## config.mk

```make
export PLATFORM = sky130hd
export DESIGN_NAME = trap_ctrl
export DESIGN_NICKNAME = d
export VERILOG_FILES = /design/src/rtl/cpu_define.sv /design/src/rtl/trap_ctrl_status.sv /design/src/rtl/trap_ctrl.sv
export SDC_FILE = /design/constraint.sdc
export NUM_CORES = 1
export LEC_CHECK = 0
export ABC_CLOCK_PERIOD_IN_PS = 6300
export CORE_MARGIN = 2
export CORE_UTILIZATION = 55
export DETAILED_ROUTE_END_ITERATION = 10
export GPL_ROUTABILITY_DRIVEN = 0
export PLACE_DENSITY = 0.85
export SYNTH_ARGS = -nofsm -noshare
export SYNTH_HDL_FRONTEND = slang
export SYNTH_HIERARCHICAL = 1
export SYNTH_SLANG_ARGS = --single-unit
```

## constraint.sdc

```tcl
create_clock -name clk -period 6.3 [get_ports clk]
set_input_delay 0.945 -clock clk [delete_from_list [all_inputs] [get_ports clk]]
set_output_delay 0.945 -clock clk [all_outputs]
set_load 0.005 [all_outputs]
```

## src/rtl/cpu_define.sv

```systemverilog
// Shared privilege, CSR address, mstatus layout and cause-code definitions
// used by the trap controller and its status sub-block.
package cpu_define;

  localparam logic [1:0] PRV_U = 2'b00;
  localparam logic [1:0] PRV_S = 2'b01;
  localparam logic [1:0] PRV_H = 2'b10;
  localparam logic [1:0] PRV_M = 2'b11;

  localparam logic [11:0] CSR_SSTATUS = 12'h100;
  localparam logic [11:0] CSR_STVEC   = 12'h105;
  localparam logic [11:0] CSR_SEPC    = 12'h141;
  localparam logic [11:0] CSR_SCAUSE  = 12'h142;
  localparam logic [11:0] CSR_STVAL   = 12'h143;
  localparam logic [11:0] CSR_MSTATUS = 12'h300;
  localparam logic [11:0] CSR_MEDELEG = 12'h302;
  localparam logic [11:0] CSR_MTVEC   = 12'h305;
  localparam logic [11:0] CSR_MEPC    = 12'h341;
  localparam logic [11:0] CSR_MCAUSE  = 12'h342;
  localparam logic [11:0] CSR_MTVAL   = 12'h343;

  localparam int MSTATUS_SIE    = 1;
  localparam int MSTATUS_MIE    = 3;
  localparam int MSTATUS_SPIE   = 5;
  localparam int MSTATUS_MPIE   = 7;
  localparam int MSTATUS_SPP    = 8;
  localparam int MSTATUS_MPP_LO = 11;
  localparam int MSTATUS_MPP_HI = 12;
  localparam int MSTATUS_TVM    = 20;
  localparam int MSTATUS_TSR    = 22;

  localparam int CAUSE_MISALIGNED_FETCH = 0;
  localparam int CAUSE_ILLEGAL_INSN     = 2;
  localparam int CAUSE_BREAKPOINT       = 3;
  localparam int CAUSE_ECALL_U          = 8;
  localparam int CAUSE_ECALL_S          = 9;
  localparam int CAUSE_ECALL_M          = 11;

  typedef struct packed {
    logic       tsr;
    logic       tvm;
    logic [1:0] mpp;
    logic       spp;
    logic       mpie;
    logic       spie;
    logic       mie;
    logic       sie;
  } mstatus_t;

  typedef enum logic {
    ST_IDLE,
    ST_REDIRECT
  } redir_state_e;

endpackage

```

## src/rtl/trap_ctrl_status.sv

```systemverilog
// mstatus fields and current privilege, with trap entry / xret update rules.
// Event inputs are mutually exclusive; an event overrides a same-cycle CSR write per field.
module trap_ctrl_status
  import cpu_define::*;
(
  input  logic       clk,
  input  logic       rstn,
  input  logic       trap_m_i,
  input  logic       trap_s_i,
  input  logic       mret_i,
  input  logic       sret_i,
  input  logic       wr_mstatus_i,
  input  logic       wr_sstatus_i,
  input  mstatus_t   wfields_i,
  output mstatus_t   st_o,
  output logic [1:0] prv_o
);

  mstatus_t   st_q, st_d;
  logic [1:0] prv_q, prv_d;

  always_ff @(posedge clk or negedge rstn) begin
    if (!rstn) begin
      st_q  <= '0;
      prv_q <= PRV_M;
    end else begin
      st_q  <= st_d;
      prv_q <= prv_d;
    end
  end

  always_comb begin
    st_d  = st_q;
    prv_d = prv_q;

    if (wr_mstatus_i) begin
      st_d = wfields_i;
    end else if (wr_sstatus_i) begin
      st_d.sie  = wfields_i.sie;
      st_d.spie = wfields_i.spie;
      st_d.spp  = wfields_i.spp;
    end

    if (trap_m_i) begin
      st_d.mpie = st_q.mie;
      st_d.mie  = 1'b0;
      st_d.mpp  = prv_q;
      prv_d     = PRV_M;
    end else if (trap_s_i) begin
      st_d.spie = st_q.sie;
      st_d.sie  = 1'b0;
      st_d.spp  = prv_q[0];
      prv_d     = PRV_S;
    end else if (mret_i) begin
      prv_d     = st_q.mpp;
      st_d.mie  = st_q.mpie;
      st_d.mpie = 1'b1;
      st_d.mpp  = PRV_U;
    end else if (sret_i) begin
      prv_d     = {1'b0, st_q.spp};
      st_d.sie  = st_q.spie;
      st_d.spie = 1'b1;
      st_d.spp  = 1'b0;
    end
  end

  assign st_o  = st_q;
  assign prv_o = prv_q;

endmodule

```

## src/rtl/trap_ctrl.sv

```systemverilog
// Trap commit, trap CSRs, privilege tracking and registered pipeline redirect.
//   state       | meaning
//   ST_IDLE     | accepting traps / mret / sret
//   ST_REDIRECT | redirect pulse out; new requests ignored while the pipe flushes
module trap_ctrl
  import cpu_define::*;
#(
  parameter int              XLEN        = 32,
  parameter logic [XLEN-1:0] RESET_MTVEC = '0
) (
  input  logic            clk,
  input  logic            rstn,
  input  logic            trap_en,
  input  logic [XLEN-1:0] trap_cause,
  input  logic [XLEN-1:0] trap_epc,
  input  logic [XLEN-1:0] trap_val,
  input  logic            mret,
  input  logic            sret,
  input  logic            csr_wr,
  input  logic [11:0]     csr_addr,
  input  logic [XLEN-1:0] csr_wdata,
  output logic [XLEN-1:0] csr_rdata,
  output logic [1:0]      prv_cur,
  output logic            tvm,
  output logic            tsr,
  output logic            redirect_valid,
  output logic [XLEN-1:0] redirect_pc
);

  redir_state_e    state_q, state_d;
  logic [XLEN-1:0] redirect_pc_q, redirect_pc_d;
  logic [XLEN-1:0] medeleg_q, medeleg_d, mtvec_q, mtvec_d;
  logic [XLEN-1:0] mepc_q, mepc_d, mcause_q, mcause_d, mtval_q, mtval_d;
  logic [XLEN-1:0] stvec_q, stvec_d, sepc_q, sepc_d, scause_q, scause_d, stval_q, stval_d;

  logic            trap_acc, deleg, trap_m, trap_s, mret_acc, sret_acc;
  mstatus_t        st, wfields;
  logic [XLEN-1:0] mstatus, sstatus;

  assign redirect_valid = (state_q == ST_REDIRECT);
  assign redirect_pc    = redirect_pc_q;

  assign trap_acc = trap_en && !redirect_valid;
  assign deleg    = (prv_cur != PRV_M) && medeleg_q[trap_cause[4:0]];
  assign trap_m   = trap_acc && !deleg;
  assign trap_s   = trap_acc && deleg;
  assign mret_acc = mret && !trap_acc && !redirect_valid;
  assign sret_acc = sret && !trap_acc && !mret_acc && !redirect_valid;

  always_comb begin
    wfields.sie  = csr_wdata[MSTATUS_SIE];
    wfields.mie  = csr_wdata[MSTATUS_MIE];
    wfields.spie = csr_wdata[MSTATUS_SPIE];
    wfields.mpie = csr_wdata[MSTATUS_MPIE];
    wfields.spp  = csr_wdata[MSTATUS_SPP];
    wfields.mpp  = csr_wdata[MSTATUS_MPP_HI:MSTATUS_MPP_LO];
    wfields.tvm  = csr_wdata[MSTATUS_TVM];
    wfields.tsr  = csr_wdata[MSTATUS_TSR];
  end

  trap_ctrl_status u_status (
    .clk          (clk),
    .rstn         (rstn),
    .trap_m_i     (trap_m),
    .trap_s_i     (trap_s),
    .mret_i       (mret_acc),
    .sret_i       (sret_acc),
    .wr_mstatus_i (csr_wr && (csr_addr == CSR_MSTATUS)),
    .wr_sstatus_i (csr_wr && (csr_addr == CSR_SSTATUS)),
    .wfields_i    (wfields),
    .st_o         (st),
    .prv_o        (prv_cur)
  );

  always_comb begin
    mstatus                                = '0;
    mstatus[MSTATUS_SIE]                   = st.sie;
    mstatus[MSTATUS_MIE]                   = st.mie;
    mstatus[MSTATUS_SPIE]                  = st.spie;
    mstatus[MSTATUS_MPIE]                  = st.mpie;
    mstatus[MSTATUS_SPP]                   = st.spp;
    mstatus[MSTATUS_MPP_HI:MSTATUS_MPP_LO] = st.mpp;
    mstatus[MSTATUS_TVM]                   = st.tvm;
    mstatus[MSTATUS_TSR]                   = st.tsr;
    sstatus                                = '0;
    sstatus[MSTATUS_SIE]                   = st.sie;
    sstatus[MSTATUS_SPIE]                  = st.spie;
    sstatus[MSTATUS_SPP]                   = st.spp;
  end

  assign tvm = st.tvm;
  assign tsr = st.tsr;

  always_comb begin
    csr_rdata = '0;
    case (csr_addr)
      CSR_MSTATUS: csr_rdata = mstatus;
      CSR_MEDELEG: csr_rdata = medeleg_q;
      CSR_MTVEC:   csr_rdata = mtvec_q;
      CSR_MEPC:    csr_rdata = mepc_q;
      CSR_MCAUSE:  csr_rdata = mcause_q;
      CSR_MTVAL:   csr_rdata = mtval_q;
      CSR_SSTATUS: csr_rdata = sstatus;
      CSR_STVEC:   csr_rdata = stvec_q;
      CSR_SEPC:    csr_rdata = sepc_q;
      CSR_SCAUSE:  csr_rdata = scause_q;
      CSR_STVAL:   csr_rdata = stval_q;
      default:     csr_rdata = '0;
    endcase
  end

  // CSR writes first; trap capture then overrides the registers it owns.
  always_comb begin
    medeleg_d = medeleg_q;
    mtvec_d   = mtvec_q;
    mepc_d    = mepc_q;
    mcause_d  = mcause_q;
    mtval_d   = mtval_q;
    stvec_d   = stvec_q;
    sepc_d    = sepc_q;
    scause_d  = scause_q;
    stval_d   = stval_q;

    if (csr_wr) begin
      case (csr_addr)
        CSR_MEDELEG: begin
          medeleg_d                = csr_wdata;
          medeleg_d[CAUSE_ECALL_M] = 1'b0;
        end
        CSR_MTVEC:  mtvec_d  = csr_wdata;
        CSR_MEPC:   mepc_d   = {csr_wdata[XLEN-1:1], 1'b0};
        CSR_MCAUSE: mcause_d = csr_wdata;
        CSR_MTVAL:  mtval_d  = csr_wdata;
        CSR_STVEC:  stvec_d  = csr_wdata;
        CSR_SEPC:   sepc_d   = {csr_wdata[XLEN-1:1], 1'b0};
        CSR_SCAUSE: scause_d = csr_wdata;
        CSR_STVAL:  stval_d  = csr_wdata;
        default: ;
      endcase
    end

    if (trap_m) begin
      mepc_d   = {trap_epc[XLEN-1:1], 1'b0};
      mcause_d = trap_cause;
      mtval_d  = trap_val;
    end else if (trap_s) begin
      sepc_d   = {trap_epc[XLEN-1:1], 1'b0};
      scause_d = trap_cause;
      stval_d  = trap_val;
    end
  end

  always_comb begin
    state_d       = state_q;
    redirect_pc_d = redirect_pc_q;
    case (state_q)
      ST_IDLE:     if (trap_acc || mret_acc || sret_acc) state_d = ST_REDIRECT;
      ST_REDIRECT: state_d = ST_IDLE;
      default:     state_d = ST_IDLE;
    endcase
    if (trap_m)        redirect_pc_d = {mtvec_q[XLEN-1:2], 2'b00};
    else if (trap_s)   redirect_pc_d = {stvec_q[XLEN-1:2], 2'b00};
    else if (mret_acc) redirect_pc_d = mepc_q;
    else if (sret_acc) redirect_pc_d = sepc_q;
  end

  always_ff @(posedge clk or negedge rstn) begin
    if (!rstn) begin
      state_q       <= ST_IDLE;
      redirect_pc_q <= '0;
      medeleg_q     <= '0;
      mtvec_q       <= RESET_MTVEC;
      mepc_q        <= '0;
      mcause_q      <= '0;
      mtval_q       <= '0;
      stvec_q       <= '0;
      sepc_q        <= '0;
      scause_q      <= '0;
      stval_q       <= '0;
    end else begin
      state_q       <= state_d;
      redirect_pc_q <= redirect_pc_d;
      medeleg_q     <= medeleg_d;
      mtvec_q       <= mtvec_d;
      mepc_q        <= mepc_d;
      mcause_q      <= mcause_d;
      mtval_q       <= mtval_d;
      stvec_q       <= stvec_d;
      sepc_q        <= sepc_d;
      scause_q      <= scause_d;
      stval_q       <= stval_d;
    end
  end

endmodule

```

After elaboration in Yosys (flattened, before gate mapping)
Index checks and enable logic that the tools add are counted.

storage, ports and cells
  latch bits = 0
  bits in writable memories = 0
  flip-flop bits (word level) = 331
  word-level logic and storage cells = 126
  memories kept = 0
  bits in read-only memories = 0
  input bits = 146

cells by class
  add/subtract/negate cells = 0
  multiply operators = 0
  bitwise logic cells = 1
  reduce and logical (&&, ||, !) cells = 28
  shift operators = 0
  divide/modulo/power cells = 0
  mux-type cells = 64
  order comparisons = 1
  eq/ne operators = 12

operators with widths
  cell                    number
  $mux W32                25
  $pmux W32 S11           1
  $eq A12 B10 Y1 const B  6
  $eq A12 B9 Y1 const B   5
  $mux W1                 28
  $mux W2                 8
  $reduce_and A2 Y1       6
  $logic_and A1 B1 Y1     11
  $reduce_bool A2 Y1      4
  $lt A5 B6 Y1 const B    1
  $bmux W1 S5             1
  $logic_not A1 Y1        4
  $reduce_bool A4 Y1      1
  $logic_or A1 B1 Y1      2
  $ne A2 B2 Y1 const B    1
  $pmux W1 S2             1
  $not A1 Y1              1

Longest topological paths before layout
  depth in word-level cells = 12
  depth in mapped cells = 11

Hierarchy
The synthesis kept the hierarchy.

by module, submodules not included
  module            times used  area each (um2)  seq. area each (um2)  cells each
  trap_ctrl         1           17531.8          7982.7                1418
  trap_ctrl_status  1           554.3            277.8                 46

Least setup slack after synthesis
No wires, ideal clock.

  path kind = input to output
  start point = input port csr_addr[7]
  end point = output port csr_rdata[17]
  setup slack = 2623 ps
  stages on the path = 8
  data required time = 5355 ps
  data arrival time = 2732 ps
  buffers on the path = 4
  path through = or4b_1 buf_2 buf_6 nor3_2 clkbuf_1 buf_1 a222oi_1 nand3_1

on the way
  word-level cells in the longest chain between the ends = 2

RTL lines
  item                                                    RTL line         RTL
  start, declared                                         trap_ctrl.sv:20  input logic [11:0] csr_addr,
  $eq A12 B9 Y1 / $eq A12 B10 Y1 (equally long branches)  trap_ctrl.sv:96  case (csr_addr)
  $pmux W32 S11 *                                         trap_ctrl.sv:96
  end, declared                                           trap_ctrl.sv:22  output logic [XLEN-1:0] csr_rdata,

Every way passes the cells marked *; elsewhere a longest branch is shown, timed or not.

Worst setup path after layout
  start point = input port csr_addr[6]
  end point = output port csr_rdata[14]

Same word-level chain as after synthesis.

==> flow_results.xml <==
<?xml version="1.0" encoding="UTF-8"?>
<metrics>
  <group name="sta">
    <metric name="final-hold-violation-count" unit="">0</metric>
    <metric name="report.final.slew_viol_count" unit="">0</metric>
    <metric name="final_period_minus_worst_setup_slack" unit="ns">5.22</metric>
    <metric name="period_share" unit="">0.829</metric>
    <metric name="fmaxAchievable" unit="GHz">0.191</metric>
    <metric name="setup_viol" unit="">0</metric>
    <metric name="finalClockSkew" unit="ns">0.0165</metric>
    <metric name="totalNegativeSetupSlack" unit="ns">0</metric>
    <metric name="worst-slew-pin-transition" unit="ns">1.19</metric>
    <metric name="timing.slew.headroom" unit="">0.206</metric>
    <metric name="rsz0062_at_grt" unit="">no</metric>
  </group>
  <group name="setup_path">
    <metric name="timing.critical_path.from_type" unit="">input pin</metric>
    <metric name="crit-reg2reg-capture" unit="">u_status/st_o[6]</metric>
    <metric name="critPathArrivalTime" unit="ns">4.28</metric>
    <metric name="crit_required" unit="ns">5.35</metric>
    <metric name="ff2ff_setup_slack" unit="ns">2.87</metric>
    <metric name="worst_r2r_path_depth" unit="">9</metric>
    <metric name="worstSetupPathType" unit="">in -&gt; out</metric>
    <metric name="crit_fanout" unit="">14</metric>
    <metric name="reg2reg_from" unit="">medeleg_q[7]</metric>
    <metric name="end_kind" unit="">output port</metric>
  </group>
  <group name="logic_synthesis">
    <metric name="synth_cell_type_count" unit="">59</metric>
    <metric name="synthesis.area" unit="µm²">18100</metric>
    <metric name="syn-num-nets" unit="">1610</metric>
    <metric name="syn-instance-count" unit="">1464</metric>
    <metric name="syn_avg_cell_area" unit="µm²">12.4</metric>
    <metric name="edff_count_synth" unit="">0</metric>
    <metric name="async_reset_ff_frac" unit="">1.00</metric>
    <metric name="ys_dominant_reg_cell" unit="">sky130_fd_sc_hd__dfrtp_1</metric>
    <metric name="yosysWarningCount" unit="">6</metric>
    <metric name="post-synth-top-area-cell" unit="">sky130_fd_sc_hd__dfrtp_1</metric>
    <metric name="synth-seq-area-share" unit="">0.457</metric>
    <metric name="synth.top_cells.by_area" unit="">sky130_fd_sc_hd__dfrtp_1 45%, sky130_fd_sc_hd__mux2_2 26%, sky130_fd_sc_hd__mux2_4 3.5%</metric>
    <metric name="synth_top_area_share" unit="">0.454</metric>
    <metric name="postSynthRegisterBits" unit="">330</metric>
  </group>
  <group name="pwr">
    <metric name="power.density_cell_area" unit="nW/µm²">340</metric>
    <metric name="leakagePower" unit="nW">9.39</metric>
    <metric name="ir_drop_worst_vdd" unit="µV">207</metric>
  </group>
  <group name="route">
    <metric name="drt-vias-per-instance" unit="">6.77</metric>
    <metric name="ant_nets" unit="">0</metric>
    <metric name="wl_per_cell" unit="µm">27.3</metric>
    <metric name="drc_errors" unit="">0</metric>
    <metric name="dr_total_vias" unit="">14300</metric>
    <metric name="drt_iter0_markers" unit="">1883</metric>
    <metric name="detail_route.wirelength" unit="mm">57.5</metric>
    <metric name="first_pass_iteration_count_of_the_detailed_router" unit="">6</metric>
  </group>
  <group name="final_layout">
    <metric name="layout.cell_area.non_filler" unit="µm²">21800</metric>
    <metric name="synthToLayoutAreaGrowth" unit="%">20.4</metric>
    <metric name="fraction_of_final_layout_cells_sized_beyond_drive_strength_1" unit="">0.354</metric>
    <metric name="fill_cells" unit="">2301</metric>
    <metric name="final_net_count" unit="">1788</metric>
  </group>
  <group name="floorplanning">
    <metric name="die_w" unit="µm">185</metric>
    <metric name="initial_cell_density_of_the_core" unit="">0.557</metric>
    <metric name="dieHeight" unit="µm">185</metric>
    <metric name="placeableCoreArea" unit="µm²">32500</metric>
    <metric name="fp-row-count" unit="">66</metric>
    <metric name="die-area" unit="µm²">34400</metric>
    <metric name="ios" unit="">215</metric>
  </group>
  <group name="placed_design">
    <metric name="place.detailed.hpwl" unit="mm">36.1</metric>
    <metric name="numPortBuffers" unit="">213</metric>
    <metric name="dpl_cell_area" unit="µm²">20600</metric>
  </group>
  <group name="status">
    <metric name="status" unit="">complete, no violations</metric>
  </group>
  <group name="clocking">
    <metric name="ctsHtreeMaxLevel" unit="">2</metric>
    <metric name="numCtsBuffers" unit="">36</metric>
    <metric name="clk_transition_reported_paths" unit="ns">0.06</metric>
    <metric name="cts.path.max_buffers" unit="">3</metric>
    <metric name="clock_insertion_delay_worst_skew" unit="ns">0.52</metric>
    <metric name="clk_root_buffer_cell" unit="">sky130_fd_sc_hd__clkbuf_16</metric>
    <metric name="post_cts_buffers" unit="">0</metric>
    <metric name="hold_buffers" unit="">0</metric>
    <metric name="tritoncts" unit="">done</metric>
    <metric name="cts.sinks" unit="">330</metric>
    <metric name="post_cts_resized" unit="">0</metric>
  </group>
  <group name="run">
    <metric name="cap_viol_max_count" unit="">0</metric>
  </group>
  <group name="global_routing">
    <metric name="via_count_of_the_first_global_routing_pass" unit="">14800</metric>
    <metric name="antenna_found_initial" unit="">1</metric>
    <metric name="grt_pass1_wl" unit="mm">86.6</metric>
    <metric name="pin_count_of_the_biggest_net_entering_global_routing" unit="">151</metric>
    <metric name="grt_overflow_total" unit="">0</metric>
    <metric name="grt_use_total" unit="">0.336</metric>
  </group>
  <group name="hold_path">
    <metric name="min-delay-path-class" unit="">in -&gt; async</metric>
  </group>
</metrics>
-- power by group --
group          internal, mW  leakage (nW)  total (mW)  switching [mW]
Sequential             2.76          4.15        3.20           0.443
Clock                  1.23         0.567        2.08           0.852
Combinational          1.30          4.67        2.11           0.816
-- cells in the mapped netlist (all sizes together), types with 3 or more instances --
| cell type | n |
|---|---|
| nand3b | 4 |
| a22o | 8 |
| clkbuf | 55 |
| a222oi | 28 |
| a211oi | 5 |
| inv | 6 |
| dfrtp | 328 |
| mux4 | 5 |
| o22ai | 7 |
| or3 | 3 |
| a221oi | 20 |
| a21oi | 41 |
| o211ai | 31 |
| buf | 61 |
| o21ai | 3 |
| nor2 | 24 |
| nor4 | 5 |
| o2bb2ai | 9 |
| mux2 | 489 |
| or4b | 4 |
| nand2 | 118 |
| nand2b | 5 |
| nor3 | 13 |
| nand3 | 28 |
| nor2b | 3 |
| nand4 | 37 |
| mux2i | 52 |
| a22oi | 43 |
-- placed cells by master, fill, tap and decap left out, types with 6 or more instances in the layout --
cell type,count
sky130_fd_sc_hd__buf_12,6
sky130_fd_sc_hd__mux2i_1,52
sky130_fd_sc_hd__a222oi_1,28
sky130_fd_sc_hd__inv_1,6
sky130_fd_sc_hd__clkinv_2,7
sky130_fd_sc_hd__a22oi_1,43
sky130_fd_sc_hd__a221oi_1,20
sky130_fd_sc_hd__o2bb2ai_1,9
sky130_fd_sc_hd__nand2_1,116
sky130_fd_sc_hd__clkbuf_16,37
sky130_fd_sc_hd__nand3_1,27
sky130_fd_sc_hd__mux2_4,42
sky130_fd_sc_hd__mux2_1,24
sky130_fd_sc_hd__nand4_1,37
sky130_fd_sc_hd__mux2_2,423
sky130_fd_sc_hd__a22o_1,8
sky130_fd_sc_hd__dfrtp_1,328
sky130_fd_sc_hd__buf_4,37
sky130_fd_sc_hd__o22ai_1,7
sky130_fd_sc_hd__clkdlybuf4s50_1,211
sky130_fd_sc_hd__o211ai_1,31
sky130_fd_sc_hd__nor3_1,6
sky130_fd_sc_hd__clkbuf_1,10
sky130_fd_sc_hd__clkbuf_8,6
sky130_fd_sc_hd__a21oi_1,40
sky130_fd_sc_hd__nor2_1,23
-- kinds of logic (layout without fill, tap and decap cells) --
group / Yosys count / in the layout / share of synthesized area
multiplexers: 546 / 546 / 0.348
flip-flops: 330 / 330 / 0.457
AND/OR/NAND/NOR: 259 / 259 / 0.0751
AO/OA/AOI/OAI: 206 / 206 / 0.0862
buffers and inverters: 123 / 325 / 0.0338
other: 0 / 1 / 0
-- through the flow --
stage                     hold slack, ns  total power, mW  cells  worst slack (ns)   util
after global placement             0.488             5.14   2046              1.15  0.636
after detailed placement           0.495             5.28   2046              1.16  0.636
after CTS                          0.509             7.37   2108              1.10  0.671
after floorplan                    0.479             4.52   1464              2.62      -
final                              0.489             7.40   2109              1.08  0.671
after global routing               0.523             7.70   2109             0.994  0.671
-- sequential cells by signal, indices dropped and copies added, names as in the netlist --
name and flops:
mcause_q 32, medeleg_q 31, mepc_q 31, mtval_q 32, mtvec_q 32, redirect_pc 32
redirect_valid 1, scause_q 32, sepc_q 32, stval_q 32, stvec_q 32, u_status/prv_o 2
u_status/st_o 9
-- layout make-up --
class                           count  area, µm²  area share
Clock inverter                      9       95.1     0.00437
Inverter                            7       26.3     0.00121
Multi-Input combinational cell   1011       9270       0.425
Antenna cell                        1       2.50    0.000115
Sequential cell                   330       8260       0.379
Timing Repair Buffer              256       2530       0.116
Clock buffer                       53       1050      0.0480
Tap cell                          442        553      0.0254
-- worst max-delay path: stages --
cell and delay [ns]:
sky130_fd_sc_hd__clkdlybuf4s50_1 0.66, sky130_fd_sc_hd__or4b_1 0.48, sky130_fd_sc_hd__buf_4 0.24, sky130_fd_sc_hd__or3_1 0.74
sky130_fd_sc_hd__buf_4 0.34, sky130_fd_sc_hd__o2bb2ai_1 0.17, sky130_fd_sc_hd__a221oi_1 0.07, sky130_fd_sc_hd__nand3_1 0.12
sky130_fd_sc_hd__clkdlybuf4s50_1 0.51
-- metal layers --
| layer | track usage | part of all wire |
|---|---|---|
| met3 | 0.0649 | 0.10 |
| met1 | 0.427 | 0.38 |
| met2 | 0.537 | 0.46 |
| met4 | 0.192 | 0.059 |
| met5 | 0 | 0 |
-- worst max path at each step --
stage / startpoint / end / slack [ns] / cells past startpoint
after floorplan: csr_addr[7] / csr_rdata[17] / 2.62 / 8
after global placement: csr_addr[6] / csr_rdata[14] / 1.15 / 9
after detailed placement: csr_addr[6] / csr_rdata[14] / 1.16 / 9
after CTS: csr_addr[6] / csr_rdata[14] / 1.10 / 9
after global routing: csr_addr[6] / csr_rdata[17] / 0.99 / 9
final: csr_addr[6] / csr_rdata[14] / 1.08 / 9
(Power assumes the default switching activity.)
